### src/rtl/rf_multiport_if.sv
// rtl/rf_multiport_if.sv - read, write, issue and scoreboard bus of the multiport register file
interface rf_multiport_if #(
  parameter int DATA_W = 32,
  parameter int DEPTH  = 32,
  parameter int NUM_RD = 2
);
  localparam int ADDR_W = $clog2(DEPTH);

  logic [NUM_RD*ADDR_W-1:0] rd_addr;
  logic [NUM_RD*DATA_W-1:0] rd_data;
  logic [NUM_RD-1:0]        rd_busy;
  logic                     wr0_en;
  logic [ADDR_W-1:0]        wr0_addr;
  logic [DATA_W-1:0]        wr0_data;
  logic                     wr1_en;
  logic [ADDR_W-1:0]        wr1_addr;
  logic [DATA_W-1:0]        wr1_data;
  logic                     issue_en;
  logic [ADDR_W-1:0]        issue_addr;
  logic [ADDR_W:0]          busy_count;

  // Pipeline side: drives addresses, writebacks and issues
  modport master (
    output rd_addr, wr0_en, wr0_addr, wr0_data, wr1_en, wr1_addr, wr1_data,
           issue_en, issue_addr,
    input  rd_data, rd_busy, busy_count
  );

  // Register file side
  modport slave (
    input  rd_addr, wr0_en, wr0_addr, wr0_data, wr1_en, wr1_addr, wr1_data,
           issue_en, issue_addr,
    output rd_data, rd_busy, busy_count
  );
endinterface

### src/rtl/rf_multiport.sv
// rtl/rf_multiport.sv - two-write, NUM_RD-read register file with pending-write scoreboard (optional RF_BYPASS_EN write-through)
module rf_multiport #(
  parameter int DATA_W = 32,
  parameter int DEPTH  = 32,
  parameter int NUM_RD = 2
) (
  input  logic           clk,
  input  logic           reset,
  rf_multiport_if.slave  bus
);
  localparam int ADDR_W = $clog2(DEPTH);
  localparam int CW     = ADDR_W + 1;

  logic [DATA_W-1:0] regs [DEPTH];
  logic [DEPTH-1:0]  busy_q;
  logic [DEPTH-1:0]  busy_nxt;
  logic [DEPTH-1:0]  set_v;
  logic [DEPTH-1:0]  clr_v;
  logic [CW-1:0]     count_q;
  logic [CW-1:0]     count_nxt;
  logic              inc;
  logic              dec0;
  logic              dec1;

  logic [NUM_RD*DATA_W-1:0] rd_data_c;
  logic [NUM_RD-1:0]        rd_busy_c;

  // Register storage; wr1 wins a same-address collision, entry 0 is never written
  always_ff @(posedge clk or posedge reset) begin
    if (reset) begin
      for (int i = 0; i < DEPTH; i++) begin
        regs[i] <= '0;
      end
    end else begin
      for (int i = 1; i < DEPTH; i++) begin
        if (bus.wr1_en && bus.wr1_addr == ADDR_W'(i)) begin
          regs[i] <= bus.wr1_data;
        end else if (bus.wr0_en && bus.wr0_addr == ADDR_W'(i)) begin
          regs[i] <= bus.wr0_data;
        end
      end
    end
  end

  // Per-entry scoreboard next state: a new issue supersedes a writeback to the same entry
  always_comb begin
    set_v = '0;
    clr_v = '0;
    for (int a = 1; a < DEPTH; a++) begin
      set_v[a] = bus.issue_en && (bus.issue_addr == ADDR_W'(a));
      clr_v[a] = (bus.wr0_en && (bus.wr0_addr == ADDR_W'(a))) ||
                 (bus.wr1_en && (bus.wr1_addr == ADDR_W'(a)));
    end
    busy_nxt = (busy_q & ~clr_v) | set_v;
  end

  // Incremental pending count: at most one set and two distinct clears per cycle
  always_comb begin
    inc  = bus.issue_en && (bus.issue_addr != '0) && !busy_q[bus.issue_addr];
    dec0 = bus.wr0_en && (bus.wr0_addr != '0) && busy_q[bus.wr0_addr] &&
           !set_v[bus.wr0_addr];
    // When both ports hit the same entry only the wr0 term counts it
    dec1 = bus.wr1_en && (bus.wr1_addr != '0) && busy_q[bus.wr1_addr] &&
           !set_v[bus.wr1_addr] &&
           !(bus.wr0_en && (bus.wr0_addr == bus.wr1_addr));
    count_nxt = count_q + CW'(inc) - CW'(dec0) - CW'(dec1);
  end

  // Scoreboard bits and pending count registers
  always_ff @(posedge clk or posedge reset) begin
    if (reset) begin
      busy_q  <= '0;
      count_q <= '0;
    end else begin
      busy_q  <= busy_nxt;
      count_q <= count_nxt;
    end
  end

  // Combinational read ports with optional same-cycle write-through
  always_comb begin
    logic [ADDR_W-1:0] a;
    logic [DATA_W-1:0] d;
    logic              b;
    logic              hit0;
    logic              hit1;
    rd_data_c = '0;
    rd_busy_c = '0;
    a    = '0;
    d    = '0;
    b    = 1'b0;
    hit0 = 1'b0;
    hit1 = 1'b0;
    for (int k = 0; k < NUM_RD; k++) begin
      a = bus.rd_addr[k*ADDR_W +: ADDR_W];
      d = (a == '0) ? '0 : regs[a];
      b = busy_q[a];
`ifdef RF_BYPASS_EN
      hit1 = !reset && (a != '0) && bus.wr1_en && (bus.wr1_addr == a);
      hit0 = !reset && (a != '0) && bus.wr0_en && (bus.wr0_addr == a);
      if (hit1) begin
        d = bus.wr1_data;
      end else if (hit0) begin
        d = bus.wr0_data;
      end
      if (hit1 || hit0) begin
        b = bus.issue_en && (bus.issue_addr == a);
      end
`endif
      rd_data_c[k*DATA_W +: DATA_W] = d;
      rd_busy_c[k] = b;
    end
  end

  assign bus.rd_data    = rd_data_c;
  assign bus.rd_busy    = rd_busy_c;
  assign bus.busy_count = count_q;

endmodule

### src/flat_wrapper.sv
// flat-port wrapper written by rule: the top's interface ports become plain ports
module rf_multiport_flat 
#(
  parameter int DATA_W = 32,
  parameter int DEPTH  = 32,
  parameter int NUM_RD = 2
)
  (clk, reset, bus_rd_addr, bus_wr0_en, bus_wr0_addr, bus_wr0_data, bus_wr1_en, bus_wr1_addr, bus_wr1_data, bus_issue_en, bus_issue_addr, bus_rd_data, bus_rd_busy, bus_busy_count);
  rf_multiport_if #(.DATA_W(DATA_W), .DEPTH(DEPTH), .NUM_RD(NUM_RD)) bus_i ();
  input  logic clk;
  input  logic reset;
  input wire logic [$bits(bus_i.rd_addr)-1:0] bus_rd_addr;
  input wire logic [$bits(bus_i.wr0_en)-1:0] bus_wr0_en;
  input wire logic [$bits(bus_i.wr0_addr)-1:0] bus_wr0_addr;
  input wire logic [$bits(bus_i.wr0_data)-1:0] bus_wr0_data;
  input wire logic [$bits(bus_i.wr1_en)-1:0] bus_wr1_en;
  input wire logic [$bits(bus_i.wr1_addr)-1:0] bus_wr1_addr;
  input wire logic [$bits(bus_i.wr1_data)-1:0] bus_wr1_data;
  input wire logic [$bits(bus_i.issue_en)-1:0] bus_issue_en;
  input wire logic [$bits(bus_i.issue_addr)-1:0] bus_issue_addr;
  output wire logic [$bits(bus_i.rd_data)-1:0] bus_rd_data;
  output wire logic [$bits(bus_i.rd_busy)-1:0] bus_rd_busy;
  output wire logic [$bits(bus_i.busy_count)-1:0] bus_busy_count;
  assign bus_i.rd_addr = bus_rd_addr;
  assign bus_i.wr0_en = bus_wr0_en;
  assign bus_i.wr0_addr = bus_wr0_addr;
  assign bus_i.wr0_data = bus_wr0_data;
  assign bus_i.wr1_en = bus_wr1_en;
  assign bus_i.wr1_addr = bus_wr1_addr;
  assign bus_i.wr1_data = bus_wr1_data;
  assign bus_i.issue_en = bus_issue_en;
  assign bus_i.issue_addr = bus_issue_addr;
  assign bus_rd_data = bus_i.rd_data;
  assign bus_rd_busy = bus_i.rd_busy;
  assign bus_busy_count = bus_i.busy_count;
  rf_multiport #(.DATA_W(DATA_W), .DEPTH(DEPTH), .NUM_RD(NUM_RD)) u_core (.clk(clk), .reset(reset), .bus(bus_i));
endmodule
### config.mk
export PLATFORM = sky130hd
export DESIGN_NAME = rf_multiport_flat
export DESIGN_NICKNAME = d
export VERILOG_FILES = /design/src/rtl/rf_multiport_if.sv /design/src/rtl/rf_multiport.sv /design/src/flat_wrapper.sv
export SDC_FILE = /design/constraint.sdc
export NUM_CORES = 2
export LEC_CHECK = 0
export CAP_MARGIN = 20
export CORE_MARGIN = 2
export CORE_UTILIZATION = 55
export DETAILED_ROUTE_END_ITERATION = 8
export PLACE_DENSITY = 0.8
export REMOVE_ABC_BUFFERS = 1
export SETUP_SLACK_MARGIN = 0.15
export SLEW_MARGIN = 20
export SYNTH_ARGS = -nofsm -noshare
export SYNTH_HDL_FRONTEND = slang
export SYNTH_SLANG_ARGS = --single-unit
export TNS_END_PERCENT = 5
### constraint.sdc
create_clock -name clk -period 36.8 [get_ports clk]
set_clock_uncertainty 0.2 [all_clocks]
set_input_delay 3.68 -clock clk [delete_from_list [all_inputs] [get_ports clk]]
set_output_delay 3.68 -clock clk [all_outputs]
set_load 0.02 [all_outputs]
# After elaboration in Yosys (flattened, before gate mapping)
# Index checks and enable logic that the tools add are counted.
[totals] reg_bits=1030 in_bits=94 out_inout_bits=72 word_cells=400
[op_classes] n_addsub=3 order_cmp=7 n_eq_ne=94 n_mux=84 bitwise=5 reduce_logical=174
[ops] operator="32-bit two-way mux" n=68
[ops] operator="32-bit binary-select mux with 5-bit select" n=2
[ops] operator="5-bit equality test (second input constant)" n=48
[ops] operator="5-bit by 4-bit equality test with 1-bit output (second input constant)" n=24
[ops] operator="1-bit logical AND" n=103
[ops] operator="2-bit nonzero test" n=31
[ops] operator="5-bit by 3-bit equality test with 1-bit output (second input constant)" n=12
[ops] operator="1-bit binary-select mux with 5-bit select" n=7
[ops] operator="32-bit bitwise AND" n=1
[ops] operator="32-bit inverter" n=1
[ops] operator="32-bit OR" n=1
[ops] operator="1-bit logical OR" n=31
[ops] operator="5-bit by 2-bit equality test with 1-bit output (second input constant)" n=6
[ops] operator="5-bit by 6-bit less-than comparator with 1-bit output (second input constant)" n=5
[ops] operator="5-bit by 1-bit equality test with 1-bit output (second input constant)" n=3
[ops] operator="5-bit nonzero test" n=3
[ops] operator="6-bit greater-or-equal comparator (second input constant)" n=2
[ops] operator="5-bit inverter with 6-bit output" n=2
[ops] operator="6-bit by 1-bit subtractor with 6-bit output" n=2
[ops] operator="5-bit zero test" n=2
[ops] operator="1-bit two-way mux" n=7
[ops] operator="6-bit by 1-bit adder with 6-bit output" n=1
[ops] operator="5-bit equality test" n=1
[ops] operator="1-bit zero test" n=4

# Depth between registers and ports, before layout
[logic_depth] word_depth=8 mapped_depth=18 depth_no_buf=15

# Worst setup path before layout
# Ideal clock, no wire load.
[synth_path] path_kind="input -> output" start="in bus_rd_addr[1]" end="out bus_rd_busy[0]" arrival_time_ns=5.592 required_time_ns=32.920 setup_slack_ns=27.328 cell_stages=6 path_buffers=3 path_cell_list="buf_2 > clkbuf_1 > clkbuf_1 > mux4_2 > mux4_2 > mux2_2"
[synth_via] elab_chain_len=2
[synth_rtl] element="start: declaration" line_no="flat_wrapper.sv:12" source="input wire logic [$bits(bus_i.rd_addr)-1:0] bus_rd_addr;"
[synth_rtl] element="1-bit binary-select mux with 5-bit select" line_no="rf_multiport.sv:97" source="b = busy_q[a];"
[synth_rtl] element="1-bit two-way mux (not written as such)" line_no="rf_multiport.sv:97"
[synth_rtl] element="end: declaration" line_no="flat_wrapper.sv:22" source="output wire logic [$bits(bus_i.rd_busy)-1:0] bus_rd_busy;"
# Every way passes these cells. The select of a mux whose other input is x is not followed.

# Worst setup path after layout
[layout_path] start="in bus_rd_addr[5]" end="out bus_rd_data[53]"
[layout_via] elab_chain_len=5 word_cells_on_any_way=6 classes_between="mux (4); bitwise (1); reduce/logical (1)"
[layout_rtl] element="5-bit inverter with 6-bit output (not written as such)" line_no="rf_multiport.sv:96" source="d = (a == '0) ? '0 : regs[a];"
[layout_rtl] element="32-bit binary-select mux with 5-bit select" line_no="rf_multiport.sv:96"
[layout_rtl] element="32-bit two-way mux (not written as such) (2 in a row)" line_no="rf_multiport.sv:96"
[layout_rtl] element="32-bit two-way mux *" line_no="rf_multiport.sv:96"
[layout_rtl] element="end: declaration" line_no="flat_wrapper.sv:21" source="output wire logic [$bits(bus_i.rd_data)-1:0] bus_rd_data;"
# Mark *: on every way between the ends. The rest lies on a longest branch, timed or not. The select of a mux whose other input is x is not followed.

==> run_results.csv <==
group,metric,value,unit
detailed_routing,drt_wl_total,225,mm
timing,tightest_slew,1250,ps
synthesis,synth-seq-cells,1029,
timing,hold_viol_final,0,
hold_path,min_to,"u_core.bus.busy_count[0]",
cells_and_area,finalNonFillerCells,7101,
placed_design,dp_hpwl,113,mm
detailed_routing,drt_iter0_markers,8919,
power,powerDensity,56.4,nW/µm²
cells_and_area,seq_area,25700,µm²
floorplanning,die_y,348,µm
clock_network,numCtsBuffers,108,
synthesis,synth_area_leaders,"dfrtp_1 40%, mux4_2 21%, mux2i_1 15%, a21oi_1 4.0%, o21ai_0 3.8%",
synthesis,yosys_warnings,32,
clock_network,cts.sinks,1029,
critical_path,crit_chain,"buf_8 > buf_4 > buf_4 > buf_4 > mux4_2 > mux4_2 > mux2_2 > clkdlybuf4s50_1",
critical_path,required,32920,ps
clock_network,root_buffer,"clkbuf_16",
detailed_routing,via_per_inst,7.29,
global_route,overflow,0,
critical_path,reg2regPathDepth,15,
synthesis,yosys.area.top_type_share,0.395,
cells_and_area,fill_cells,8921,
critical_path,endpoint_kind,"output port",
timing,timing.final.crit_share,0.341,
hold_path,min-delay-start,"u_core.bus.busy_count[0]",
clock_network,h-tree-depth,3,
cells_and_area,drive_above_1_share,0.206,
global_route,grt_max_degree,163,
synthesis,syn-instance-count,5806,
synthesis,synth_area,65100,µm²
clock_network,cts.repair.resized,0,
floorplanning,die_x,348,µm
global_route,antenna_found_initial,12,
placed_design,io_buffers,165,
synthesis,async_reset_ff_frac,1.00,
detailed_routing,route.vias.total,51700,
timing,layout_setup_ws,24250,ps
synthesis,yosysMostFrequentCell,"dfrtp_1",
cells_and_area,nets,5574,
floorplanning,initial_utilization,0.553,
synthesis,ys_seq_area_frac,0.395,
global_route,grt_pass1_vias,51200,
global_route,grt_pass1_wl,332,mm
critical_path,worst-endpoint-arrival,8670,ps
power,p_leak,0.0307,µW
detailed_routing,drc,0,
synthesis,synth_cell_types,59,
critical_path,crit_type,"primary input to output port",
status,status,"completed",
global_route,grt.total_usage,0.369,
synthesis,synth_commonest_cells,"1029 x dfrtp_1, 994 x mux2i_1, 618 x mux4_2, 542 x nor2_1, 536 x nand2_1",
critical_path,slowest_stage,"buf_4",
detailed_routing,first_pass_iters,6,
floorplanning,core-area,118000,µm²
timing,max_freq,79.7,MHz
floorplanning,io_pins,166,
timing,setup_viol,0,
synthesis,yosysTopAreaCell,"dfrtp_1",
timing,rsz0062_at_grt,"false",
placed_design,place_inst,6896,
clock_network,clock_path_buffers,3,
timing,fin_setup_tns,0,ps
synthesis,synthFlopType,"dfrtp_1",
clock_network,cts_setup_buffers,0,
floorplanning,dieArea,121000,µm²
timing,slew_headroom,0.167,
critical_path,reg2reg_setup_slack,32870,ps
placed_design,place.gp.congestion,0.943,
clock_network,cts_tree,"built",
synthesis,synth_edf_count,0,
power,ir_worst_vdd,0.0000395,V
cells_and_area,area_delta_synth_final,8.12,%
detailed_routing,routedWlPerCell,31.7,µm
synthesis,synth_area_per_cell,11.2,µm²
floorplanning,row_count,126,
clock_network,insertion_delay,740,ps
critical_path,timing.rr.start,"u_core.busy_q[27]",
hold_path,hold_path.class,"register to register",
job,drv_cap,0,
critical_path,r2r_end,"u_core.bus.busy_count[5]",
timing,final_max_slew_viol_count,0,
critical_path,crit_top_cell,"buf_4",
clock_network,clkTransAtPathRegs,60,ps
clock_network,hold_buffers,0,
cells_and_area,multi_input_area,36800,µm²
critical_path,cpPeakStageDelay,910,ps
placed_design,post-place-ws,24150,ps
timing,fin_crit,12550,ps
cells_and_area,utilization,0.598,
critical_path,crit_fanout,68,
detailed_routing,ant_nets,0,
critical_path,critPathLaunchType,"primary input",
hold_path,whs_path_depth,1,
[worst max-delay path: cells and delay by family]
| family | cells | cell delay (ps) |
|---|---|---|
| mux | 3 | 1410 |
| buf+inv | 5 | 3410 |
[state kept, by name (all words and copies together), names as in the netlist]
register / cells
u_core.bus.busy_count: 6
u_core.busy_q: 31
u_core.regs: 992
[how the worst max path moves through the flow]
stage / slack, ps / startpoint / cells after the start / end
6_report: 24250 / bus_rd_addr[5] / 8 / bus_rd_data[53]
4_1_cts: 24150 / bus_rd_addr[5] / 8 / bus_rd_data[58]
3_5_place_dp: 24150 / bus_rd_addr[5] / 8 / bus_rd_data[53]
5_1_grt: 23880 / bus_rd_addr[5] / 8 / bus_rd_data[58]
2_1_floorplan: 3960 / reset / 1 / u_core.bus.busy_count[0]
3_3_place_gp: 24240 / bus_rd_addr[5] / 8 / bus_rd_data[58]
[routing by layer]
| metal | routed length [µm] | up-vias | global-route usage |
|---|---|---|---|
| li1 | - | 20700 | - |
| met1 | 77800 | 25600 | 0.475 |
| met2 | 96900 | 4425 | 0.528 |
| met3 | 34300 | 1028 | 0.138 |
| met4 | 15700 | 10 | 0.228 |
| met5 | 152 | - | 0.00600 |
[where the power goes]
group	switching (µW)	leakage (µW)	total [µW]	internal, µW
Sequential	259	0.0125	1690	1440
Clock	496	0.00184	1180	682
Combinational	478	0.0163	1100	621
Total	1230	0.0307	3970	2740
[layout make-up]
class,count,area share
Tap cell,1536,0.0273
Antenna cell,9,0.000320
Timing Repair Buffer,245,0.0295
Clock buffer,146,0.0441
Inverter,24,0.00139
Clock inverter,48,0.00899
Sequential cell,1029,0.366
Multi-Input combinational cell,4064,0.523
[cells in the final DEF, fill, tap and decap left out, drive strengths merged, types with 4 or more instances in the layout]
cell,instances
nor2,547
bufinv,13
clkdlybuf4s50,101
mux2i,994
nand3b,6
a32o,14
nand3,9
o21ai,490
mux4,618
buf,143
clkinv,23
clkinvlp,5
diode,9
a21oi,522
nor2b,11
nor3,16
clkbuf,147
nor4,4
xnor2,11
inv,31
mux2,134
a22o,74
nand2,536
nor3b,8
dfrtp,1029
ha,6
nand2b,9
[metrics by stage]
step	power [µW]	instance area [µm²]	hold slack [ps]
6_report	3970	70400	336
5_1_grt	4120	70400	366
4_1_cts	3940	70600	340
3_5_place_dp	2770	66800	325
3_3_place_gp	2700	66800	305
2_1_floorplan	2390	62200	311
[logic make-up (layout without fill, tap and decap cells)]
family,after synthesis,in the layout,share of synthesized area
adder cells (fa/ha/maj),8,8,0.00177
buffers and inverters,713,463,0.0465
other,0,9,0
AND/OR/NAND/NOR,1169,1169,0.0715
flip-flops,1029,1029,0.395
AO/OA/AOI/OAI,1127,1127,0.0932
XOR/XNOR,14,14,0.00188
multiplexers,1746,1746,0.390
No activity file was read; power rests on OpenSTA's default activity.
